## config.mk

```make
export PLATFORM = sky130hd
export DESIGN_NAME = align_shift_pipe
export DESIGN_NICKNAME = d
export VERILOG_FILES = /design/src/rtl/align_shift_pipe_pkg.sv /design/src/rtl/align_shift_pipe_level.sv /design/src/rtl/align_shift_pipe.sv
export SDC_FILE = /design/constraint.sdc
export NUM_CORES = 1
export LEC_CHECK = 0
export ABC_AREA = 0
export CAP_MARGIN = 25
export CORE_MARGIN = 2
export CORE_UTILIZATION = 40
export CTS_BUF_LIST = sky130_fd_sc_hd__clkbuf_4 sky130_fd_sc_hd__clkbuf_8 sky130_fd_sc_hd__clkbuf_16
export CTS_CLUSTER_SIZE = 12
export DETAILED_ROUTE_END_ITERATION = 8
export GPL_ROUTABILITY_DRIVEN = 0
export PLACE_DENSITY = 0.58
export SLEW_MARGIN = 20
export SYNTH_ARGS = -nofsm -noshare
export SYNTH_HDL_FRONTEND = slang
export SYNTH_SLANG_ARGS = --single-unit
```

## constraint.sdc

```tcl
create_clock -name clk -period 1.7 [get_ports clk]
set_input_delay 0.255 -clock clk [delete_from_list [all_inputs] [get_ports clk]]
set_output_delay 0.255 -clock clk [all_outputs]
set_load 0.03 [all_outputs]
```

## src/rtl/align_shift_pipe_pkg.sv

```systemverilog
`default_nettype none
// ============================================================================
// Module      : align_shift_pipe_pkg
// Description : Shared FP alignment constants: significand and shift widths
//               for single and double precision, the shift-level count
//               function, and the stage record layouts for both formats.
// Revision    : 1.0 - initial release
// ============================================================================
package align_shift_pipe_pkg;

   // Extended significand (hidden + fraction + G,R,S) and exponent-diff widths
   localparam int SIG_W_SP   = 27;
   localparam int SHIFT_W_SP = 8;
   localparam int SIG_W_DP   = 56;
   localparam int SHIFT_W_DP = 11;
   localparam int TAG_W_DEF  = 4;

   // Number of power-of-two shift levels needed to cover SIG_W-1 positions
   function automatic int align_levels(input int sig_w);
      return $clog2(sig_w);
   endfunction

   localparam int LEVELS_SP = align_levels(SIG_W_SP);
   localparam int LEVELS_DP = align_levels(SIG_W_DP);

   // Stage record: valid, data, remaining shift bits, sideband tag
   typedef struct packed {
      logic                  valid;
      logic [SIG_W_SP-1:0]   sig;
      logic [LEVELS_SP-1:0]  shift;
      logic [TAG_W_DEF-1:0]  tag;
   } align_stage_sp_t;

   typedef struct packed {
      logic                  valid;
      logic [SIG_W_DP-1:0]   sig;
      logic [LEVELS_DP-1:0]  shift;
      logic [TAG_W_DEF-1:0]  tag;
   } align_stage_dp_t;

endpackage
`default_nettype wire

```

## src/rtl/align_shift_pipe_level.sv

```systemverilog
`default_nettype none
// ============================================================================
// Module      : align_shift_level
// Description : One combinational alignment level: right shift by 2^K when
//               shift bit K is set. With ALIGN_STICKY_EN defined, the bits
//               shifted out (including the old bit 0) are ORed into bit 0.
//               The consumed shift bit is cleared on the way out.
// Revision    : 1.0 - initial release
// ============================================================================
module align_shift_level #(
   parameter int SIG_W = 27,
   parameter int L     = 5,
   parameter int K     = 0
) (
   input  logic [SIG_W-1:0] i_sig,
   input  logic [L-1:0]     i_shift,
   output logic [SIG_W-1:0] o_sig,
   output logic [L-1:0]     o_shift
);

   localparam int S = 1 << K;

`ifdef ALIGN_STICKY_EN
   // Positions that fall off the bottom (bit 0 included) when shifting by S
   localparam logic [SIG_W-1:0] LOST_MASK = {SIG_W{1'b1}} >> (SIG_W - S);
`endif

   // Conditional 2^K shift with optional sticky fold into bit 0
   always_comb begin
      o_shift    = i_shift;
      o_shift[K] = 1'b0;
      o_sig      = i_sig;
      if (i_shift[K]) begin
         o_sig = i_sig >> S;
`ifdef ALIGN_STICKY_EN
         o_sig[0] = o_sig[0] | (|(i_sig & LOST_MASK));
`endif
      end
   end

endmodule
`default_nettype wire

```

## src/rtl/align_shift_pipe.sv

```systemverilog
`default_nettype none
// ============================================================================
// Module      : align_shift_pipe
// Description : Pipelined right-shift aligner for FP significands. One
//               register per power-of-two shift level, so latency equals
//               $clog2(SIG_W). Global stall: every stage holds while the
//               output beat is not taken. Oversized shifts saturate at entry.
//               Build macro ALIGN_STICKY_EN enables the sticky fold; without
//               it the block is a plain logical right shift.
// Revision    : 1.0 - initial release
// ============================================================================
module align_shift_pipe
   import align_shift_pipe_pkg::*;
#(
   parameter int SIG_W   = SIG_W_SP,
   parameter int SHIFT_W = SHIFT_W_SP,
   parameter int TAG_W   = TAG_W_DEF
) (
   input  logic               clk,
   input  logic               rst,
   input  logic               in_valid,
   output logic               in_ready,
   input  logic [SIG_W-1:0]   in_sig,
   input  logic [SHIFT_W-1:0] in_shift,
   input  logic [TAG_W-1:0]   in_tag,
   output logic               out_valid,
   input  logic               out_ready,
   output logic [SIG_W-1:0]   out_sig,
   output logic [TAG_W-1:0]   out_tag
);

   localparam int L = align_levels(SIG_W);

   typedef struct packed {
      logic              valid;
      logic [SIG_W-1:0]  sig;
      logic [L-1:0]      shift;
      logic [TAG_W-1:0]  tag;
   } stage_t;

   stage_t           stage_q   [L];
   stage_t           stage_d   [L];
   stage_t           lvl_src   [L];
   logic [SIG_W-1:0] lvl_sig   [L];
   logic [L-1:0]     lvl_shift [L];
   logic             w_sat;

   // Stall only when a result is waiting and the consumer refuses it
   assign in_ready  = ~(stage_q[L-1].valid & ~out_ready);

   assign out_valid = stage_q[L-1].valid;
   assign out_sig   = stage_q[L-1].sig;
   assign out_tag   = stage_q[L-1].tag;

   // Entry saturation and per-level source selection
   always_comb begin
      w_sat            = (32'(in_shift) >= 32'(SIG_W));
      lvl_src[0].valid = in_valid;
      lvl_src[0].tag   = in_tag;
      // A saturated beat needs no level shifting: its result is formed here
      lvl_src[0].shift = w_sat ? '0 : in_shift[L-1:0];
`ifdef ALIGN_STICKY_EN
      lvl_src[0].sig   = w_sat ? {{(SIG_W-1){1'b0}}, |in_sig} : in_sig;
`else
      lvl_src[0].sig   = w_sat ? '0 : in_sig;
`endif
      for (int k = 1; k < L; k++) begin
         lvl_src[k] = stage_q[k-1];
      end
   end

   generate
      for (genvar k = 0; k < L; k++) begin : g_level
         align_shift_level #(
            .SIG_W (SIG_W),
            .L     (L),
            .K     (k)
         ) u_level (
            .i_sig   (lvl_src[k].sig),
            .i_shift (lvl_src[k].shift),
            .o_sig   (lvl_sig[k]),
            .o_shift (lvl_shift[k])
         );
      end
   endgenerate

   // Next stage contents: advance everything together, or hold on stall
   always_comb begin
      for (int k = 0; k < L; k++) begin
         stage_d[k] = stage_q[k];
         if (in_ready) begin
            stage_d[k].valid = lvl_src[k].valid;
            stage_d[k].sig   = lvl_sig[k];
            stage_d[k].shift = lvl_shift[k];
            stage_d[k].tag   = lvl_src[k].tag;
         end
      end
   end

   // Stage registers; reset flushes every in-flight beat
   always_ff @(posedge clk) begin
      for (int k = 0; k < L; k++) begin
         if (rst) begin
            stage_q[k] <= '0;
         end else begin
            stage_q[k] <= stage_d[k];
         end
      end
   end

endmodule
`default_nettype wire

```

Yosys cells after proc, flatten, opt, wreduce, memory -nomap -nowiden:

Memory sizes are Yosys's and may differ from the RTL's.
Cells that the tools add are included.

* ROM bits: 0
* output and inout port bits: 33
* memories kept: 1
* word-level logic and storage cells: 30
* register bits after elaboration: 0
* RAM bits: 185
* latch bits: 0

* $mul: 0
* shift operators: 0
* reductions and logical operators: 0
* $add $sub $neg: 0
* muxes and demuxes: 20
* div/mod/pow operators: 0
* bitwise gates (word level): 8
* magnitude comparators: 1
* equal/unequal tests: 0

Memory list
* stage_q: depth 5, width 37, read ports 5, clocked after memory_dff 0, wr ports 5, line align_shift_pipe.sv:41 `stage_t stage_q [L];`

Operators by type and width (number)
* 37-bit two-way mux: 10
* 27-bit two-way mux: 6
* 8-bit by 5-bit >= comparator with 1-bit output (second input constant): 1
* 5-bit two-way mux: 1
* 1-bit OR: 5
* 1-bit two-way mux: 3
* 1-bit NOT: 2
* 1-bit bitwise AND: 1

Logic depth before layout (Yosys ltp):

Gate-level depths: netlist of run 1.

* depth after elaboration: 5
* mapped depth: 7

By module:

A second synthesis of run 1 with hierarchy kept.

* cell total of the unflattened synthesis: 1002
* area, all modules: 8602.0 sq um

By module, submodules not included
* align_shift_pipe: area each 6550.0 sq um, cells an instance 822, instances 1
* align_shift_level at g_level[0].u_level: area each 462.9 sq um, cells an instance 36, instances 1
* align_shift_level at g_level[1].u_level: area each 449.2 sq um, cells an instance 36, instances 1
* align_shift_level at g_level[2].u_level: area each 427.9 sq um, cells an instance 36, instances 1
* align_shift_level at g_level[3].u_level: area each 392.9 sq um, cells an instance 36, instances 1
* align_shift_level at g_level[4].u_level: area each 319.1 sq um, cells an instance 36, instances 1

Worst setup path before layout of run 1:

OpenSTA, ideal clock, no wires.

* kind: reg2reg
* start point: mem stage_q[4][36] in the netlist's numbering
* end point: mem stage_q[1][25] in the netlist's numbering
* required time: 1.544 ns
* path slack: -0.003 ns
* arrival: 1.548 ns
* path buffers: 3
* stages on the path, launching flop included: 7
* clock period less this slack: 1.703 ns
* cells stage by stage: dfxtp_1 -> nor2b_4 -> buf_6 -> inv_4 -> buf_2 -> buf_1 -> a211oi_1

RTL lines (line)
* start, declared: align_shift_pipe.sv:41

==> reports/metrics.yaml, run 1 <==
run_status:
  status: "completed"
sta:
  fin_skew_ns: 0.0104
  hold_violations: 0
  fin_crit_sh_pct: 98.2
  finalSetupTns_ns: 0
  slew_violations: 0
  period_needed_ns: 1.67
  worst_pin_slew_ns: 0.599
  maxSlewHeadroom_pct: 59.9
  maxClockFrequency_mhz: 599
  holdWs_ns: 0.122
  setup_ws_ns: 0.0306
  setup_viol: 0
grt:
  grt_pass1_vias: 5349
  grt_usage_pct: 16.8
  use_met3_pct: 4.16
  grt_pass1_wl_um: 27000
  busiest_layer: "met2"
  grt_max_degree: 101
  grt_antenna_before_repair: 0
  grt-ovfl-total: 0
  use_met1_pct: 23.1
  met2_usage_pct: 26.3
routing:
  drt_first_pass_iters: 4
  drt_iter0_drc: 229
  post_drt_wl_per_cell_um: 14.8
  viasPerCell: 5.14
  drt-total-wl_um: 15900
  drc: 0
  ant_nets: 0
  via_count: 5532
logic_synthesis:
  yosys.area.top_type: "dfxtp_1"
  synthesis.area_um2: 7350
  synth_seq_cells: 170
  synth_area_leaders: "dfxtp_1 (46%), mux2i_1 (14%), a211oi_1 (8.0%)"
  syn_inst: 777
  seq_area_frac_synth_pct: 46.3
  synth.top_cell.area_share_pct: 46.3
  syn-num-nets: 820
  yosysUniqueCellTypes: 30
  synth_warnings: 0
  avgSynthCellArea_um2: 9.46
worst_setup_path:
  crit_required_ns: 1.44
  endpoint_kind: "primary output"
  path_class: "reg2out"
  cp_top_family: "buffers and inverters"
  path_cells: "clkdlybuf4s50_1"
  crit_path_max_fanout: 2
  crit_path_start_kind: "flop"
  r2r_slack_ns: 0.32
  cp.buffers_inverters: 1
  critPathArrivalTime_ns: 1.41
  slowest_stage: "clkdlybuf4s50_1"
  slowest_delay_ns: 0.67
place:
  place_worst_setup_slack_ns: -0.0888
  dpl.hpwl_um: 11100
  io_buffers: 75
  dpl_cell_area_um2: 8460
finish:
  nets: 877
  regMostFlops: "stage_q"
  diodes: 0
  area_delta_synth_final_pct: 23.1
  drive_gt1_share_pct: 13.2
  largest_reg_flops: 170
  reg_top3: "stage_q: 170 flops"
  fin_area_um2: 9050
power:
  clockPowerShare_pct: 45.4
  power_uw: 8610
  seqPwrFrac_pct: 48.1
  p_comb_share_pct: 6.5
  power_leakage_uw: 0.00347
  ir_worst_vdd_uv: 781
  p_sw_uw: 1950
  power.density_nw_per_um2: 951
  p_int_uw: 6660
  switching_share_pct: 22.7
floorplanning:
  rows: 49
  die_height_um: 140
  coreArea_um2: 18000
  start_util_pct: 40.9
  dieWidth_um: 140
  ios: 76
  die_area_um2: 19500
clock_tree:
  clockBufferDepth: 2
  clock_latency_ns: 0.42
  postCtsSetupBuffers: 0
  cts_resized: 23
  numClockSinks: 170
  cts_hold_buf: 0
  cts_root_buffer: "clkbuf_16"
  clkTransAtPathRegs_ns: 0.07
  h-tree-depth: 4
  cts_tree: "built"
  cts_buffers: 17
worst_hold_path:
  hold_class: "in2reg"
run:
  maxCapViolations: 0
per-stage QoR:
stage | instances | utilization, %
after floorplan | 777 | -
after global placement | 1044 | 47.1
after detailed placement | 1044 | 47.1
after CTS | 1076 | 50.2
after global routing | 1076 | 50.4
final | 1076 | 50.4
layer usage:
layer / vias up / part of all wire [%]
met5: - / 0
met4: 0 / 1.2
met3: 15 / 3.7
met2: 103 / 45
met1: 2506 / 50
li1: 2908 / -
kinds of logic (layout without fill, tap and decap cells):
family                 after synthesis  after routing  synth area share (%)
flip-flops                         170            170                  46.3
multiplexers                       104            104                  14.2
AND/OR/NAND/NOR                    231            231                  14.4
buffers and inverters               80            150                  5.43
AO/OA/AOI/OAI                      192            192                  19.7
cell usage in the layout (no fill, tap or decap):
cell,netlist,layout
nand3_1,1,1
a21oi_1,65,65
clkinv_4,0,3
nor3_4,1,1
buf_4,3,28
a2111oi_2,14,14
clkinvlp_4,0,2
dlygate4sd2_1,0,23
a21oi_2,1,1
nand4_1,2,2
dfxtp_1,170,170
o2111ai_1,3,3
inv_6,0,3
a211oi_1,78,78
nor2_1,81,81
a2111oi_4,1,1
clkdlybuf4s50_1,0,42
and2_4,1,1
nor2b_4,1,1
a2111oi_1,2,2
o211ai_1,17,17
dlymetal6s2s_1,0,8
clkinv_2,0,5
buf_12,0,13
mux2i_1,104,104
nand3b_1,30,30
clkbuf_16,0,17
or2_2,17,17
o2bb2ai_1,9,9
nand2_1,96,96
nor2b_1,1,1
a211oi_4,1,1
bufinv_16,0,3
o2111ai_2,1,1
inv_1,3,3
power groups by stage:
| stage | sequential (uW) | clock, uW | combinational [uW] |
|---|---|---|---|
| floorplan | 4220 | 0 | 329 |
| global placement | 4220 | 0 | 557 |
| detailed placement | 4230 | 0 | 569 |
| CTS | 4140 | 4000 | 566 |
| global route | 4150 | 4160 | 615 |
| finish | 4140 | 3910 | 563 |
path summary, 6_finish.rpt:
| path | startpoint | end | cells after the start |
|---|---|---|---|
| setup / recovery | stage_q[4][28] | out_sig[19] | 1 |
| hold / removal | rst | stage_q[0][14] | 2 |
| setup reg to reg | stage_q[4][36] | stage_q[1][20] | 6 |
| hold reg to reg | stage_q[4][31] | stage_q[4][31] | 2 |
cells in the mapped netlist (all sizes together):
cell type / number
a2111oi: 17
a211oi: 79
a21oi: 66
and2: 1
buf: 46
clkbuf: 30
dfxtp: 170
inv: 4
mux2i: 104
nand2: 96
nand3: 1
nand3b: 30
nand4: 2
nor2: 81
nor2b: 2
nor3: 1
o2111ai: 4
o211ai: 17
o2bb2ai: 9
or2: 17
final cells by class:
type	count	area, um2
fillers	1694	8920
clock inverters	15	174
repair buffers	114	1190
inverters	4	20.0
well taps	229	287
flip-flops and latches	170	3400
multi-input cells	527	3540
clock buffers	17	425
(Power assumes the default switching activity.)
==> run 2, diff against run 1 <==
--- a/config.mk
+++ b/config.mk
@@ -7,6 +7,7 @@
 export LEC_CHECK = 0
 export ABC_AREA = 0
 export CAP_MARGIN = 25
+export CORE_ASPECT_RATIO = 1.2
 export CORE_MARGIN = 2
 export CORE_UTILIZATION = 40
 export CTS_BUF_LIST = sky130_fd_sc_hd__clkbuf_4 sky130_fd_sc_hd__clkbuf_8 sky130_fd_sc_hd__clkbuf_16
==> run 2 against run 1 <==
- sequential power hardly changed
- clock-buffer cell count is 2 higher
- power is 0.75% lower
- routed wire length is 1.5% lower
- combinational power hardly changed
- critical path depth is 5 higher
- sequential share of layout area is 0.12 points lower
- clock skew is 0.00090 ns lower
- register-to-register slack worse by 0.17 ns
- non-clock buffer count is 3 lower
- hold slack worse by 0.011 ns
- design area is 0.32% higher
- critical endpoint is now stage_q[0][12]
- highest routed layer unchanged
==> reports/metrics.yaml, run 2 (synthesized netlist as in run 1, its figures left out) <==
clock_tree:
  h-tree-depth: 4  # unchanged
  postCtsSetupBuffers: 0  # unchanged
  cts_root_buffer: "clkbuf_16"
  cts_buffers: 17  # unchanged
  clkTransAtPathRegs_ns: 0.07  # about the same
  clock_latency_ns: 0.43  # about the same
  numClockSinks: 170  # unchanged
  cts_tree: "built"
  cts_hold_buf: 0  # unchanged
  clockBufferDepth: 2  # unchanged
floorplanning:
  die_height_um: 152  # +9.3%
  die_area_um2: 19500  # about the same
  start_util_pct: 40.6  # -0.33 points
  ios: 76  # unchanged
  rows: 54  # +10%
  coreArea_um2: 18100  # +0.80%
  dieWidth_um: 128  # -8.5%
grt:
  grt-ovfl-total: 0  # unchanged
  grt_usage_pct: 16.7  # -0.10 points
  grt_pass1_wl_um: 26700  # -1.1%
  grt_max_degree: 76  # -25%
  grt_antenna_before_repair: 0  # unchanged
  grt_pass1_vias: 5297  # -0.97%
place:
  dp.cells: 1037  # -0.67%
  io_buffers: 75  # unchanged
  dpl.hpwl_um: 11100  # -0.31%
sta:
  worst_pin_slew_ns: 0.617  # +0.0178 ns
  setup_viol: 0  # unchanged
  rsz0062_at_grt: "false"
  maxClockFrequency_mhz: 647  # +7.9%
  period_needed_ns: 1.55  # -0.123 ns
  slew_violations: 0  # unchanged
  maxSlewHeadroom_pct: 58.7  # -1.2 points
  fin_skew_ns: 0.00948  # -0.000900 ns
  fin_crit_sh_pct: 91.0  # -7.2 points
  hold_violations: 0  # unchanged
  finalSetupTns_ns: 0  # unchanged
finish:
  layout.cells.non_filler: 1068  # -0.74%
  area_delta_synth_final_pct: 23.5
  diodes: 0  # unchanged
  drive_gt1_share_pct: 12.9  # -0.31 points
  fillCellCount: 1771  # +4.5%
  final_core_util_pct: 50.1  # -0.24 points
  final_cell_mix: "dfxtp_1 (170), mux2i_1 (104), nand2_1 (96)"
  nets: 874  # -0.34%
  largest_reg_flops: 170  # unchanged
  reg_top3: "stage_q: 170 flops"
  regMostFlops: "stage_q"
  layout_commonest_cell: "dfxtp_1"
routing:
  drt_iter0_drc: 280  # +22%
  drt-total-wl_um: 15700  # -1.5%
  via_count: 5513  # -0.34%
  post_drt_wl_per_cell_um: 14.7  # -0.74%
  ant_nets: 0  # unchanged
  viasPerCell: 5.16  # +0.40%
  drc: 0  # unchanged
  drt_first_pass_iters: 4  # unchanged
worst_hold_path:
  hold_start: "rst"
  hold_class: "in2reg"
  holdPathEnd: "stage_q[1][11]"
  hold_depth: 2  # unchanged
worst_setup_path:
  path_class: "reg2reg"
  r2r_end: "stage_q[0][12]"
  crit_required_ns: 2.02  # +0.58 ns
  r2r_start: "stage_q[4][36]"
  crit_path_start_kind: "flop"
  crit_path_max_fanout: 31  # +29
  critPathArrivalTime_ns: 1.87  # +0.46 ns
  endpoint_kind: "flop"
  rr_worst_depth: 6  # unchanged
  r2r_slack_ns: 0.15  # -0.17 ns
power:
  power.density_nw_per_um2: 941  # -1.1%
  power_leakage_uw: 0.00357  # +2.9%
  ir_worst_vdd_uv: 664  # -15%
run:
  maxCapViolations: 0  # unchanged
run_status:
  status: "completed"
-- run 2: changes by cell type in the layout (fill, tap and decap cells not counted), sizes merged, moves of 2 or more --
cell          before  now
buf               41   38
dlygate4sd2       23   17
clkbuf            17   19
dlymetal6s2s       8   15
clkinv             8    5
-- run 2: worst max-delay path by stage --
stage	from	to	slack, ns	cells past startpoint
floorplan	stage_q[4][36]	stage_q[0][11]	0.05	7
detailed placement	out_ready	stage_q[0][12]	-0.15	7
CTS	stage_q[4][22]	out_sig[13]	0.0004	1
global placement	out_ready	stage_q[0][12]	-0.09	7
finish	stage_q[4][36]	stage_q[0][12]	0.15	6
global route	stage_q[4][36]	stage_q[0][11]	0.06	6
-- run 2: final cells by class --
class | count | area, um2 | share of cell area, %
Tap cell | 224 | 280 | 3.09
Sequential cell | 170 | 3400 | 37.5
Clock inverter | 13 | 141 | 1.56
Timing Repair Buffer | 111 | 1230 | 13.6
Inverter | 4 | 20.0 | 0.221
Clock buffer | 19 | 453 | 4.99
Multi-Input combinational cell | 527 | 3540 | 39.1
-- run 2: timing repair --
action	in CTS	in global routing
hold endpoints to repair	0	0
pin swaps	0	0
gates resized for setup	17	15
endpoints found under the setup margin	18	15
-- run 2: per-layer routing --
metal  routed length, um  global-route usage [%]
met5                   0                       0
met4                 156                    5.02
met3                 537                    4.21
met2                7440                    26.9
met1                7520                    22.1
-- run 2: metrics by stage --
stage	hold slack [ns]	power, uW	cell area [um2]	setup slack [ns]
floorplan	0.395	4550	7350	0.0525
detailed placement	0.444	4800	8470	-0.154
global placement	0.439	4780	8470	-0.0857
CTS	0.0958	8640	9040	0.000420
global route	0.103	8870	9070	0.0648
finish	0.111	8540	9070	0.153
-- run 2: critical path, cell delays in order, from the launching register on --
cell       delay [ns]
dfxtp_1          0.32
nor2b_4          0.21
inv_6            0.14
buf_12           0.17
buf_12           0.12
mux2i_1          0.13
a2111oi_2        0.35
-- run 2: report_power, final --
part	internal [uW]	switching, uW	leakage (uW)
registers	4070	64.3	0.00138
logic	275	289	0.00190
clock network	2250	1590	0.000286
total	6600	1940	0.00357
